File: src/rtl/mem_arbiter_if.sv
// Bus bundle tying the IF/MEM requesters and the memory macro to the arbiter.
// The arbiter uses the slave view; the surrounding pipeline and memory use the master view.
interface mem_arbiter_if #(
    parameter int ADDR_W = 16,
    parameter int DATA_W = 16
);
    logic              i_req;
    logic [ADDR_W-1:0] i_addr;
    logic              i_flush;
    logic              hlt;
    logic              i_rdy;
    logic [DATA_W-1:0] i_rdata;
    logic              i_stall;
    logic              d_req;
    logic              d_we;
    logic [ADDR_W-1:0] d_addr;
    logic [DATA_W-1:0] d_wdata;
    logic              d_rdy;
    logic [DATA_W-1:0] d_rdata;
    logic              d_stall;
    logic              mem_en;
    logic              mem_we;
    logic [ADDR_W-1:0] mem_addr;
    logic [DATA_W-1:0] mem_wdata;
    logic [DATA_W-1:0] mem_rdata;

    modport slave (
        input  i_req, i_addr, i_flush, hlt, d_req, d_we, d_addr, d_wdata, mem_rdata,
        output i_rdy, i_rdata, i_stall, d_rdy, d_rdata, d_stall,
               mem_en, mem_we, mem_addr, mem_wdata
    );

    modport master (
        output i_req, i_addr, i_flush, hlt, d_req, d_we, d_addr, d_wdata, mem_rdata,
        input  i_rdy, i_rdata, i_stall, d_rdy, d_rdata, d_stall,
               mem_en, mem_we, mem_addr, mem_wdata
    );
endinterface

File: src/rtl/mem_arbiter.sv
// Serialises instruction fetches and data accesses onto one fixed-latency memory,
// returning read data with a one-cycle ready pulse per requester.
module mem_arbiter #(
    parameter int ADDR_W      = 16,
    parameter int DATA_W      = 16,
    parameter int LATENCY     = 4,
    parameter int MAX_D_BURST = 4
) (
    input  logic         clk,
    input  logic         rst,
    mem_arbiter_if.slave bus
);
    localparam int CNT_W   = $clog2(LATENCY + 1);
    localparam int BURST_W = $clog2(MAX_D_BURST + 1);

    localparam logic [1:0] ST_IDLE = 2'd0;
    localparam logic [1:0] ST_BUSY = 2'd1;
    localparam logic [1:0] ST_RESP = 2'd2;

    localparam logic [CNT_W-1:0]   CNT_ONE   = CNT_W'(1);
    localparam logic [CNT_W-1:0]   CNT_LAST  = CNT_W'(LATENCY);
    localparam logic [BURST_W-1:0] BURST_ONE = BURST_W'(1);
    localparam logic [BURST_W-1:0] BURST_MAX = BURST_W'(MAX_D_BURST);

    logic [1:0]         state_r;
    logic [CNT_W-1:0]   cnt_r;
    logic [BURST_W-1:0] burst_r;
    logic               kill_r;
    logic               own_r;
    logic               mem_en_r;
    logic               mem_we_r;
    logic               i_rdy_r;
    logic               d_rdy_r;
    logic [ADDR_W-1:0]  addr_r;
    logic [DATA_W-1:0]  wdata_r;
    logic [DATA_W-1:0]  i_rdata_r;
    logic [DATA_W-1:0]  d_rdata_r;

    logic grant_d_s;
    logic grant_i_s;
    logic last_s;
    logic kill_now_s;

    // IDLE arbitration: data first unless a waiting fetch has hit the burst limit
    always_comb begin
        grant_d_s = 1'b0;
        grant_i_s = 1'b0;
        if (state_r == ST_IDLE) begin
            if (bus.d_req && ((burst_r < BURST_MAX) || !bus.i_req || bus.hlt)) begin
                grant_d_s = 1'b1;
            end else if (bus.i_req && !bus.hlt && !bus.i_flush) begin
                grant_i_s = 1'b1;
            end else if (bus.d_req) begin
                grant_d_s = 1'b1;
            end else begin
                grant_d_s = 1'b0;
            end
        end else begin
            grant_d_s = 1'b0;
        end
    end

    assign last_s     = (state_r == ST_BUSY) && (cnt_r == CNT_LAST);
    // A flush arriving in the final busy cycle must still suppress this fetch's result
    assign kill_now_s = kill_r | (bus.i_flush & ~own_r);

    // Access sequencer: grant latch, latency count, result capture and ready pulses
    always_ff @(posedge clk or posedge rst) begin
        if (rst) begin
            state_r   <= ST_IDLE;
            cnt_r     <= {CNT_W{1'b0}};
            own_r     <= 1'b0;
            mem_en_r  <= 1'b0;
            mem_we_r  <= 1'b0;
            addr_r    <= {ADDR_W{1'b0}};
            wdata_r   <= {DATA_W{1'b0}};
            i_rdy_r   <= 1'b0;
            d_rdy_r   <= 1'b0;
            i_rdata_r <= {DATA_W{1'b0}};
            d_rdata_r <= {DATA_W{1'b0}};
        end else begin
            case (state_r)
                ST_IDLE: begin
                    if (grant_d_s || grant_i_s) begin
                        state_r  <= ST_BUSY;
                        cnt_r    <= CNT_ONE;
                        own_r    <= grant_d_s;
                        mem_en_r <= 1'b1;
                        mem_we_r <= grant_d_s & bus.d_we;
                        addr_r   <= grant_d_s ? bus.d_addr : bus.i_addr;
                        wdata_r  <= grant_d_s ? bus.d_wdata : {DATA_W{1'b0}};
                    end else begin
                        state_r <= ST_IDLE;
                    end
                end
                ST_BUSY: begin
                    if (last_s) begin
                        state_r  <= ST_RESP;
                        mem_en_r <= 1'b0;
                        mem_we_r <= 1'b0;
                        if (own_r) begin
                            d_rdy_r <= 1'b1;
                            if (!mem_we_r) begin
                                d_rdata_r <= bus.mem_rdata;
                            end else begin
                                d_rdata_r <= d_rdata_r;
                            end
                        end else if (!kill_now_s) begin
                            i_rdy_r   <= 1'b1;
                            i_rdata_r <= bus.mem_rdata;
                        end else begin
                            i_rdy_r <= 1'b0;
                        end
                    end else begin
                        cnt_r <= cnt_r + CNT_ONE;
                    end
                end
                ST_RESP: begin
                    state_r <= ST_IDLE;
                    i_rdy_r <= 1'b0;
                    d_rdy_r <= 1'b0;
                end
                default: begin
                    state_r  <= ST_IDLE;
                    mem_en_r <= 1'b0;
                    mem_we_r <= 1'b0;
                    i_rdy_r  <= 1'b0;
                    d_rdy_r  <= 1'b0;
                end
            endcase
        end
    end

    // Kill flag: remembers a flush hitting an instruction access until its response slot ends
    always_ff @(posedge clk or posedge rst) begin
        if (rst) begin
            kill_r <= 1'b0;
        end else if (state_r == ST_RESP) begin
            kill_r <= 1'b0;
        end else if ((state_r == ST_BUSY) && !own_r && bus.i_flush) begin
            kill_r <= 1'b1;
        end else begin
            kill_r <= kill_r;
        end
    end

    // Burst counter: consecutive data grants made while a fetch is waiting
    always_ff @(posedge clk or posedge rst) begin
        if (rst) begin
            burst_r <= {BURST_W{1'b0}};
        end else if (state_r == ST_IDLE) begin
            if (!bus.i_req || grant_i_s) begin
                burst_r <= {BURST_W{1'b0}};
            end else if (grant_d_s && (burst_r < BURST_MAX)) begin
                burst_r <= burst_r + BURST_ONE;
            end else begin
                burst_r <= burst_r;
            end
        end else begin
            burst_r <= burst_r;
        end
    end

    assign bus.mem_en    = mem_en_r;
    assign bus.mem_we    = mem_we_r;
    assign bus.mem_addr  = addr_r;
    assign bus.mem_wdata = wdata_r;
    assign bus.i_rdy     = i_rdy_r;
    assign bus.i_rdata   = i_rdata_r;
    assign bus.d_rdy     = d_rdy_r;
    assign bus.d_rdata   = d_rdata_r;
    assign bus.i_stall   = bus.i_req & ~i_rdy_r;
    assign bus.d_stall   = bus.d_req & ~d_rdy_r;
endmodule

File: src/flat_wrapper.sv
// flat-port wrapper written by rule: the top's interface ports become plain ports
module mem_arbiter_flat 
#(
    parameter int ADDR_W      = 16,
    parameter int DATA_W      = 16,
    parameter int LATENCY     = 4,
    parameter int MAX_D_BURST = 4
)
  (clk, rst, bus_i_req, bus_i_addr, bus_i_flush, bus_hlt, bus_d_req, bus_d_we, bus_d_addr, bus_d_wdata, bus_mem_rdata, bus_i_rdy, bus_i_rdata, bus_i_stall, bus_d_rdy, bus_d_rdata, bus_d_stall, bus_mem_en, bus_mem_we, bus_mem_addr, bus_mem_wdata);
  mem_arbiter_if #(.ADDR_W(ADDR_W), .DATA_W(DATA_W)) bus_i ();
  input  logic clk;
  input  logic rst;
  input wire logic [$bits(bus_i.i_req)-1:0] bus_i_req;
  input wire logic [$bits(bus_i.i_addr)-1:0] bus_i_addr;
  input wire logic [$bits(bus_i.i_flush)-1:0] bus_i_flush;
  input wire logic [$bits(bus_i.hlt)-1:0] bus_hlt;
  input wire logic [$bits(bus_i.d_req)-1:0] bus_d_req;
  input wire logic [$bits(bus_i.d_we)-1:0] bus_d_we;
  input wire logic [$bits(bus_i.d_addr)-1:0] bus_d_addr;
  input wire logic [$bits(bus_i.d_wdata)-1:0] bus_d_wdata;
  input wire logic [$bits(bus_i.mem_rdata)-1:0] bus_mem_rdata;
  output wire logic [$bits(bus_i.i_rdy)-1:0] bus_i_rdy;
  output wire logic [$bits(bus_i.i_rdata)-1:0] bus_i_rdata;
  output wire logic [$bits(bus_i.i_stall)-1:0] bus_i_stall;
  output wire logic [$bits(bus_i.d_rdy)-1:0] bus_d_rdy;
  output wire logic [$bits(bus_i.d_rdata)-1:0] bus_d_rdata;
  output wire logic [$bits(bus_i.d_stall)-1:0] bus_d_stall;
  output wire logic [$bits(bus_i.mem_en)-1:0] bus_mem_en;
  output wire logic [$bits(bus_i.mem_we)-1:0] bus_mem_we;
  output wire logic [$bits(bus_i.mem_addr)-1:0] bus_mem_addr;
  output wire logic [$bits(bus_i.mem_wdata)-1:0] bus_mem_wdata;
  assign bus_i.i_req = bus_i_req;
  assign bus_i.i_addr = bus_i_addr;
  assign bus_i.i_flush = bus_i_flush;
  assign bus_i.hlt = bus_hlt;
  assign bus_i.d_req = bus_d_req;
  assign bus_i.d_we = bus_d_we;
  assign bus_i.d_addr = bus_d_addr;
  assign bus_i.d_wdata = bus_d_wdata;
  assign bus_i.mem_rdata = bus_mem_rdata;
  assign bus_i_rdy = bus_i.i_rdy;
  assign bus_i_rdata = bus_i.i_rdata;
  assign bus_i_stall = bus_i.i_stall;
  assign bus_d_rdy = bus_i.d_rdy;
  assign bus_d_rdata = bus_i.d_rdata;
  assign bus_d_stall = bus_i.d_stall;
  assign bus_mem_en = bus_i.mem_en;
  assign bus_mem_we = bus_i.mem_we;
  assign bus_mem_addr = bus_i.mem_addr;
  assign bus_mem_wdata = bus_i.mem_wdata;
  mem_arbiter #(.ADDR_W(ADDR_W), .DATA_W(DATA_W), .LATENCY(LATENCY), .MAX_D_BURST(MAX_D_BURST)) u_core (.clk(clk), .rst(rst), .bus(bus_i));
endmodule
File: config.mk
export PLATFORM = sky130hd
export DESIGN_NAME = mem_arbiter_flat
export DESIGN_NICKNAME = d
export VERILOG_FILES = /design/src/rtl/mem_arbiter_if.sv /design/src/rtl/mem_arbiter.sv /design/src/flat_wrapper.sv
export SDC_FILE = /design/constraint.sdc
export NUM_CORES = 1
export LEC_CHECK = 0
export CAP_MARGIN = 25
export CORE_ASPECT_RATIO = 0.5
export CORE_UTILIZATION = 46
export DETAILED_ROUTE_END_ITERATION = 7
export PLACE_DENSITY = 0.89
export REMOVE_ABC_BUFFERS = 1
export SYNTH_ARGS = -nofsm -noshare
export SYNTH_HDL_FRONTEND = slang
export SYNTH_SLANG_ARGS = --single-unit
File: constraint.sdc
create_clock -name clk -period 5.8 [get_ports clk]
set_clock_uncertainty 0.1 [all_clocks]
set_input_delay 0.58 -clock clk [delete_from_list [all_inputs] [get_ports clk]]
set_output_delay 0.58 -clock clk [all_outputs]
set_load 0.005 [all_outputs]
# Yosys cells after proc, flatten, opt, wreduce, memory -nomap -nowiden
# Cells that the tools add are included.
# op_classes
shift	0
n_lt_le_gt_ge	1
div_mod_pow	0
n_mux	31
n_addsub	2
reduce_logical	27
n_bitwise	12
eq_ne	8
multipliers	0
# op_table
cell	count
2-to-1 mux 16 bit	2
2-to-1 mux 1 bit	18
2-to-1 mux 3 bit	4
AND reduction 3 bit	4
AND reduction 4 bit	2
logical AND 1 bit	7
NOT 1 bit	7
adder 3 x 1 -> 3 bit (second input constant)	2
!= test 2 bit (second input constant)	3
one-hot mux 1 bit (3 select lines)	2
one-hot mux 3 bit (2 select lines)	1
nonzero test 2 bit	3
AND 1 bit	4
logical NOT 1 bit	4
logical OR 1 bit	4
!= test 2 x 1 -> 1 bit (second input constant)	2
one-hot mux 1 bit (2 select lines)	2
one-hot mux 2 bit (2 select lines)	1
AND reduction 2 bit	2
equality test 3 bit (second input constant)	1
< comparator 3 bit (second input constant)	1
equality test 2 x 1 -> 1 bit (second input constant)	1
equality test 2 bit (second input constant)	1
logical NOT 2 bit	1
2 further kinds	2
# totals
romBits	0
n_memories	0
latch_bits	0
out_inout_bits	70
reg_bits	78
elab_cells	94
ram_bits	0

# Depth between registers and ports, before layout
# Gate-level depths: netlist (run 1).
# logic_depth
word_depth	9
mapped_depth	7
depth_no_buf	6

# Worst setup path before layout (run 1)
# OpenSTA, ideal clock, no wires.
# synth_timing
path_kind	register to register
from	register u_core.cnt_r[0]
to	register u_core.i_rdata_r[0], in the netlist u_core.bus.i_rdata[0]
path_stages_with_launch	8
path_buffers	2
slack_ps	3834
arrival_ps	1741
setup_time_ps	125
path_cell_list	dfrtp_1 -> inv_1 -> ha_1 -> nand3_2 -> or4_4 -> buf_6 -> buf_12 -> mux2_4
# synth_via
elab_chain_cells	3
# synth_rtl
element	line_no	source
start: declaration	mem_arbiter.sv:26	logic [CNT_W-1:0] cnt_r;
start signal: assignment	mem_arbiter.sv:71	cnt_r <= {CNT_W{1'b0}};
start signal: assignment	mem_arbiter.sv:115	cnt_r <= cnt_r + CNT_ONE;
equality test 3 bit	mem_arbiter.sv:63	assign last_s = (state_r == ST_BUSY) && (cnt_r == CNT_LAST);
logical AND 1 bit	mem_arbiter.sv:63	
AND reduction 4 bit (no source line)	--	
end signal: assignment	mem_arbiter.sv:79	i_rdata_r <= {DATA_W{1'b0}};
end signal: assignment	mem_arbiter.sv:110	i_rdata_r <= bus.mem_rdata;
end: declaration	mem_arbiter.sv:36	logic [DATA_W-1:0] i_rdata_r;
# No other way between the ends.
# A chain may end at the register's enable or synchronous reset.

# Final worst setup path (run 1)
# layout_timing
from	input port bus_d_req
to	output port bus_d_stall
# layout_via
elab_chain_cells	1
# layout_rtl
element	line_no	source
start: declaration	flat_wrapper.sv:17	input wire logic [$bits(bus_i.d_req)-1:0] bus_d_req;
AND 1 bit	mem_arbiter.sv:173	assign bus.d_stall = bus.d_req & ~d_rdy_r;
end: declaration	flat_wrapper.sv:27	output wire logic [$bits(bus_i.d_stall)-1:0] bus_d_stall;
# No other way between the ends.

==> run_results.csv, run 1 <==
group,metric,value,unit
logic_synthesis,syn_inst,246,
drt,ant_nets,0,
cts,cts_resized,0,
power_and_ir_drop,power_density,457,mW/mm2
logic_synthesis,yosysMostFrequentCell,"dfrtp_1",
logic_synthesis,synth_area_per_cell,13.3,um2
global_route,grt_overflow_total,0,
logic_synthesis,synthTopCellsByArea,"dfrtp_1 (59%), mux2_2 (7.9%), a22o_1 (5.6%), mux2i_1 (5.2%), mux2_4 (4.6%)",
cells_and_area,fillCellCount,410,
floorplan,core,0.00678,mm2
setup_path,critPathCaptureType,"primary output",
global_route,grt_usage,0.228,
cts,cts-root-buf,"clkbuf_16",
sta,fin_ws,3.25,ns
power_and_ir_drop,seq_power_share,0.383,
drt,wire_per_inst,17.7,um
power_and_ir_drop,pwr-share-clk,0.227,
sta,min_period,2.55,ns
logic_synthesis,yosys_warnings,0,
cts,clk-insertion-delay-late,0.33,ns
sta,finalSetupTns,0,ns
power_and_ir_drop,p_comb_frac,0.391,
drt,route.detailed.drc,0,
cts,cts_setup_buffers,0,
logic_synthesis,synth_top_area_share,0.595,
floorplan,dieArea,0.00750,mm2
cells_and_area,nets,464,
placed_design,dp_hpwl,5840,um
power_and_ir_drop,swShare,0.294,
sta,slew_headroom,0.667,
status,status,"complete, no violations",
sta,post-route-period-util,0.439,
sta,finalHoldViolations,0,
cells_and_area,fin_util,0.752,
setup_path,start_kind,"primary input",
setup_path,critical_path_required,5.12,ns
global_route,grt_pass1_wl,12900,um
power_and_ir_drop,leakage,2.25,nW
floorplan,die-height,61.7,um
power_and_ir_drop,switching_power,0.685,mW
logic_synthesis,synth-edff-count,0,
global_route,grt_max_degree,79,
setup_path,path_max_fanout,6,
cts,numCtsBuffers,9,
cts,cts_tree,"done",
run,cap_violations,0,
sta,rsz0062_at_grt,"false",
logic_synthesis,synth_commonest_cells,"dfrtp_1 (78), nand2_1 (26), mux2_2 (23)",
logic_synthesis,syn_area,0.00328,mm2
drt,drt-pass1-iter-count,4,
cts,hold_buffers,0,
placed_design,place_ws,2.60,ns
logic_synthesis,synth.distinct_cells,37,
sta,timing.final.max_slew_violations,0,
hold_path,hold_class,"flip-flop to flip-flop",
logic_synthesis,synth_ff_type,"dfrtp_1",
drt,wirelength,8620,um
placed_design,gp_congestion,0.729,
logic_synthesis,synth_seq_cells,78,
logic_synthesis,yosysTopAreaCell,"dfrtp_1",
drt,vias,2556,
power_and_ir_drop,p_int,1.65,mW
floorplan,ios,141,
logic_synthesis,ys_seq_area_frac,0.595,
setup_path,crit_type,"primary input to primary output",
placed_design,port_buffers,140,
floorplan,start_util,0.484,
floorplan,placementRows,21,
cells_and_area,layout-drive-gt1-share,0.149,
placed_design,dpl_cell_area,0.00474,mm2
cells_and_area,antenna_cells,0,
global_route,grt_pass1_vias,2695,
global_route,grt_antenna_before_repair,0,
power_and_ir_drop,irDropWorstVdd,0.206,mV
sta,fmax,393,MHz
cells_and_area,final_cell_area,0.00510,mm2
logic_synthesis,async_reset_ff_frac,1.00,
floorplan,die_x,121,um
cts,clkSlewWorstSetupHoldPaths,0.05,ns
cts,h-tree-depth,3,
setup_path,crit_arrival,1.87,ns
sta,tightestPinTransition,0.498,ns
cts,clock_path_buffers,2,
drt,drt_first_iter_violations,137,
sta,setup_viol,0,
drt,vias_per_cell,5.25,
cells_and_area,area_growth_syn_to_layout,55.3,%
cts,clock-sinks,78,
## cell usage in the layout, fill, tap and decap left out, types with 5 or more instances in the layout
cell,count
clkdlybuf4s50_1,140
o21ai_0,14
mux2i_1,17
dfrtp_1,78
nand2_1,26
inv_1,5
a22o_1,21
mux2_4,10
clkbuf_16,9
nor2_1,5
mux2_2,23
## sequential cells by signal (all words and copies together), names as in the netlist, 2 cells and up
signal,count
u_core.bus.i_rdata,16
u_core.bus.mem_addr,16
u_core.bus.d_rdata,16
u_core.bus.mem_wdata,16
u_core.burst_r,3
u_core.cnt_r,3
u_core.state_r,2
## cell families (layout without fill, tap and decap cells)
| logic type | count (synthesis) | in the layout | synth area share |
|---|---|---|---|
| flops | 78 | 78 | 0.595 |
| buf+inv | 18 | 167 | 0.0328 |
| fa+ha+maj | 3 | 3 | 0.0114 |
| mux | 50 | 50 | 0.177 |
| simple gates | 44 | 44 | 0.0694 |
| compound gates | 53 | 53 | 0.115 |
## worst max-delay path: stages
cell and delay (ns):
clkdlybuf4s50_1 0.62, nor2b_1 0.16, clkdlybuf4s50_1 0.50
## worst paths after layout
| path | slack, ns | from | end | depth (start not counted) |
|---|---|---|---|---|
| max in group asynchronous | 4.62 | rst | u_core.bus.i_rdata[0]$_DFFE_PP0P_ | 4 |
| max | 3.25 | bus_d_req | bus_d_stall | 3 |
| min | 0.38 | u_core.bus.mem_addr[4]$_DFFE_PP0P_ | u_core.bus.mem_addr[4]$_DFFE_PP0P_ | 2 |
| min reg2reg | 0.38 | u_core.bus.mem_addr[4]$_DFFE_PP0P_ | u_core.bus.mem_addr[4]$_DFFE_PP0P_ | 2 |
| max reg2reg | 3.63 | u_core.state_r[1]$_DFFE_PP0P_ | u_core.bus.mem_addr[11]$_DFFE_PP0P_ | 5 |
| min in group asynchronous | 0.41 | rst | u_core.bus.mem_addr[0]$_DFFE_PP0P_ | 3 |
## through the flow
step | total power, mW | hold WS (ns) | instances
2_1_floorplan | 1.25 | 0.368 | 234
3_3_place_gp | 1.72 | 0.360 | 468
3_5_place_dp | 1.78 | 0.363 | 468
4_1_cts | 2.31 | 0.375 | 484
5_1_grt | 2.47 | 0.413 | 487
6_report | 2.33 | 0.383 | 487
## layer usage
| layer | global-route usage | share of wire | vias to the layer above |
|---|---|---|---|
| met4 | 0.104 | 0.028 | 0 |
| li1 | - | - | 1166 |
| met2 | 0.417 | 0.52 | 98 |
| met5 | 0 | 0 | - |
| met3 | 0.0648 | 0.049 | 23 |
| met1 | 0.260 | 0.40 | 1269 |
## area by class of cell
type | instances | area, um2 | share of cell area
Sequential cell | 78 | 1950 | 0.383
Timing Repair Buffer | 145 | 1490 | 0.293
Multi-Input combinational cell | 150 | 1230 | 0.242
Clock buffer | 16 | 282 | 0.0552
Tap cell | 92 | 115 | 0.0226
Inverter | 6 | 22.5 | 0.00442
## power by group through the flow
stage	Sequential, mW	Combinational, mW	Clock (mW)
after global routing	0.917	0.991	0.560
final	0.893	0.910	0.528
after global placement	0.878	0.843	0
after CTS	0.891	0.890	0.533
after floorplan	0.887	0.364	0
after detailed placement	0.893	0.884	0
Note: power is estimated with default switching activity, not from simulation.
==> run 2, diff against run 1 <==
Settings changed: CORE_UTILIZATION 46 to 38, PLACE_DENSITY 0.89 to 0.79.
Clock period 5.8 ns to 2.2 ns, I/O delays scaled along.
==> run 2 against run 1 <==
  * Worst hold slack got worse by 0.35 ns
  * Combinational power increased to 2.7 times the previous value
  * Cell count increased by 4.5%
  * Clock power increased to 2.6 times the previous value
  * Critical endpoint is now u_core.bus.i_rdata[6]$_DFFE_PP0P_
  * Highest routed layer unchanged
  * Global-route usage decreased by 3.0 points
  * Via count decreased by 1.4%
  * Sequential share of layout area decreased by 0.44 points
  * Routed wire length decreased by 1.1%
  * Total power increased to 2.6 times the previous value
  * Final area increased by 1.2%
  * Critical path depth increased by 2
  * Critical path type is now flip-flop to flip-flop
  * Sequential cell count unchanged
==> run_results.csv, run 2 (synthesis results as in run 1) <==
group,metric,value,unit
floorplan,die-height,67.7,um
cells_and_area,seq_area,0.00195,mm2
global_route,grt_pass1_vias,2710,
global_route,grt_pass1_wl,13400,um
cells_and_area,layout-drive-gt1-share,0.161,
drt,vias,2521,
floorplan,die_x,133,um
run,cap_violations,0,
cts,cts_setup_buffers,0,
cts,clock_path_buffers,2,
floorplan,ios,141,
setup_path,path_max_fanout,16,
cts,clk-insertion-delay-late,0.33,ns
setup_path,critical_path_required,2.31,ns
drt,drt_first_iter_violations,101,
placed_design,gp_congestion,0.783,
cells_and_area,area_growth_syn_to_layout,57.1,%
sta,fin_ws,0.135,ns
global_route,grt_max_degree,52,
setup_path,start_kind,"flip-flop",
global_route,grt_overflow_total,0,
placed_design,port_buffers,140,
sta,setup_viol,0,
setup_path,crit_type,"flip-flop to flip-flop",
sta,rsz0062_at_grt,"false",
floorplan,placementRows,23,
global_route,grt_usage,0.199,
cts,numCtsBuffers,9,
hold_path,hold_class,"primary input to asynchronous set/reset pin",
placed_design,place_ws,0.136,ns
global_route,grt_antenna_before_repair,0,
drt,vias_per_cell,4.95,
cts,h-tree-depth,3,
sta,timing.final.max_slew_violations,0,
cells_and_area,layout_commonest_cell,"clkdlybuf4s50_1",
drt,ant_nets,0,
setup_path,critPathCaptureType,"flip-flop",
drt,drt-pass1-iter-count,4,
sta,tightestPinTransition,0.308,ns
status,status,"complete, no violations",
placed_design,dp_hpwl,6210,um
sta,fmax,484,MHz
sta,finalHoldViolations,0,
cells_and_area,fillCellCount,617,
cells_and_area,final_cell_mix,"clkdlybuf4s50_1 (140), dfrtp_1 (78), nand2_1 (26), mux2_2 (23), a22o_1 (21)",
cells_and_area,antenna_cells,0,
placed_design,dpl_cell_area,0.00488,mm2
cts,clkSlewWorstSetupHoldPaths,0.05,ns
cts,hold_buffers,0,
cells_and_area,multi_input_area,0.00123,mm2
power_and_ir_drop,irDropWorstVdd,0.539,mV
drt,route.detailed.drc,0,
cells_and_area,fin_cells,509,
drt,wire_per_inst,16.7,um
placed_design,dp.cells,495,
cells_and_area,final_cell_area,0.00515,mm2
cts,cts_tree,"done",
power_and_ir_drop,power_density,1190,mW/mm2
cells_and_area,nets,468,
sta,slew_headroom,0.794,
drt,wirelength,8520,um
floorplan,dieArea,0.00903,mm2
floorplan,core,0.00817,mm2
sta,post-route-period-util,0.939,
setup_path,crit_arrival,2.17,ns
sta,min_period,2.07,ns
cts,clock-sinks,78,
floorplan,start_util,0.402,
cts,cts_resized,0,
cts,cts-root-buf,"clkbuf_16",
power_and_ir_drop,leakage,2.27,nW
setup_path,reg2reg_setup_slack,0.13,ns
run 2: cell count changes in the layout (fill, tap and decap cells not counted), sizes merged:
cell    previous run  this run
buf                5         9
clkinv             0         1
clkbuf            16        13
run 2: cell type report:
type	count	share of cell area
Tap cell	112	0.0272
Clock buffer	13	0.0524
Timing Repair Buffer	149	0.297
Multi-Input combinational cell	150	0.239
Clock inverter	1	0.000971
Inverter	6	0.00437
Sequential cell	78	0.379
run 2: power breakdown:
part           switching (mW)  internal, mW
sequential              0.362          1.98
clock                   0.528         0.842
combinational           0.895          1.53
run 2: per-stage QoR:
stage	util	hold WS, ns	TNS, ns	power, mW
4_1_cts	0.631	0.0345	0	6.19
3_5_place_dp	0.597	0.371	0	4.79
2_1_floorplan	-	0.253	-18.99	3.30
3_3_place_gp	0.597	0.358	0	4.64
6_report	0.631	0.0362	0	6.13
5_1_grt	0.631	0.0496	0	6.51
run 2: metal layers:
metal / vias up / wire length [um] / global-route usage / share of wire
li1: 1172 / - / - / -
met1: 1249 / 3380 / 0.220 / 0.40
met2: 81 / 4570 / 0.368 / 0.54
met3: 19 / 352 / 0.0541 / 0.041
met4: 0 / 223 / 0.0909 / 0.026
met5: - / 0 / 0 / 0
run 2: final timing paths:
| path | startpoint | end | cells after the start |
|---|---|---|---|
| worst max-delay path | u_core.cnt_r[0]$_DFFE_PP0P_ | u_core.bus.i_rdata[6]$_DFFE_PP0P_ | 5 |
| worst min-delay path | rst | u_core.bus.mem_addr[11]$_DFFE_PP0P_ | 2 |
| worst max register to register | u_core.cnt_r[0]$_DFFE_PP0P_ | u_core.bus.i_rdata[6]$_DFFE_PP0P_ | 5 |
| worst min register to register | u_core.bus.mem_addr[1]$_DFFE_PP0P_ | u_core.bus.mem_addr[1]$_DFFE_PP0P_ | 2 |
| max in group asynchronous | rst | u_core.bus.d_rdata[4]$_DFFE_PP0P_ | 3 |
| min in group clk | u_core.bus.mem_addr[1]$_DFFE_PP0P_ | u_core.bus.mem_addr[1]$_DFFE_PP0P_ | 2 |
run 2: critical path, cell delays in order (launching register included):
cell	delay, ns
dfrtp_1	0.40
inv_1	0.07
ha_1	0.27
nand3_2	0.14
or4_4	0.61
mux2_4	0.35
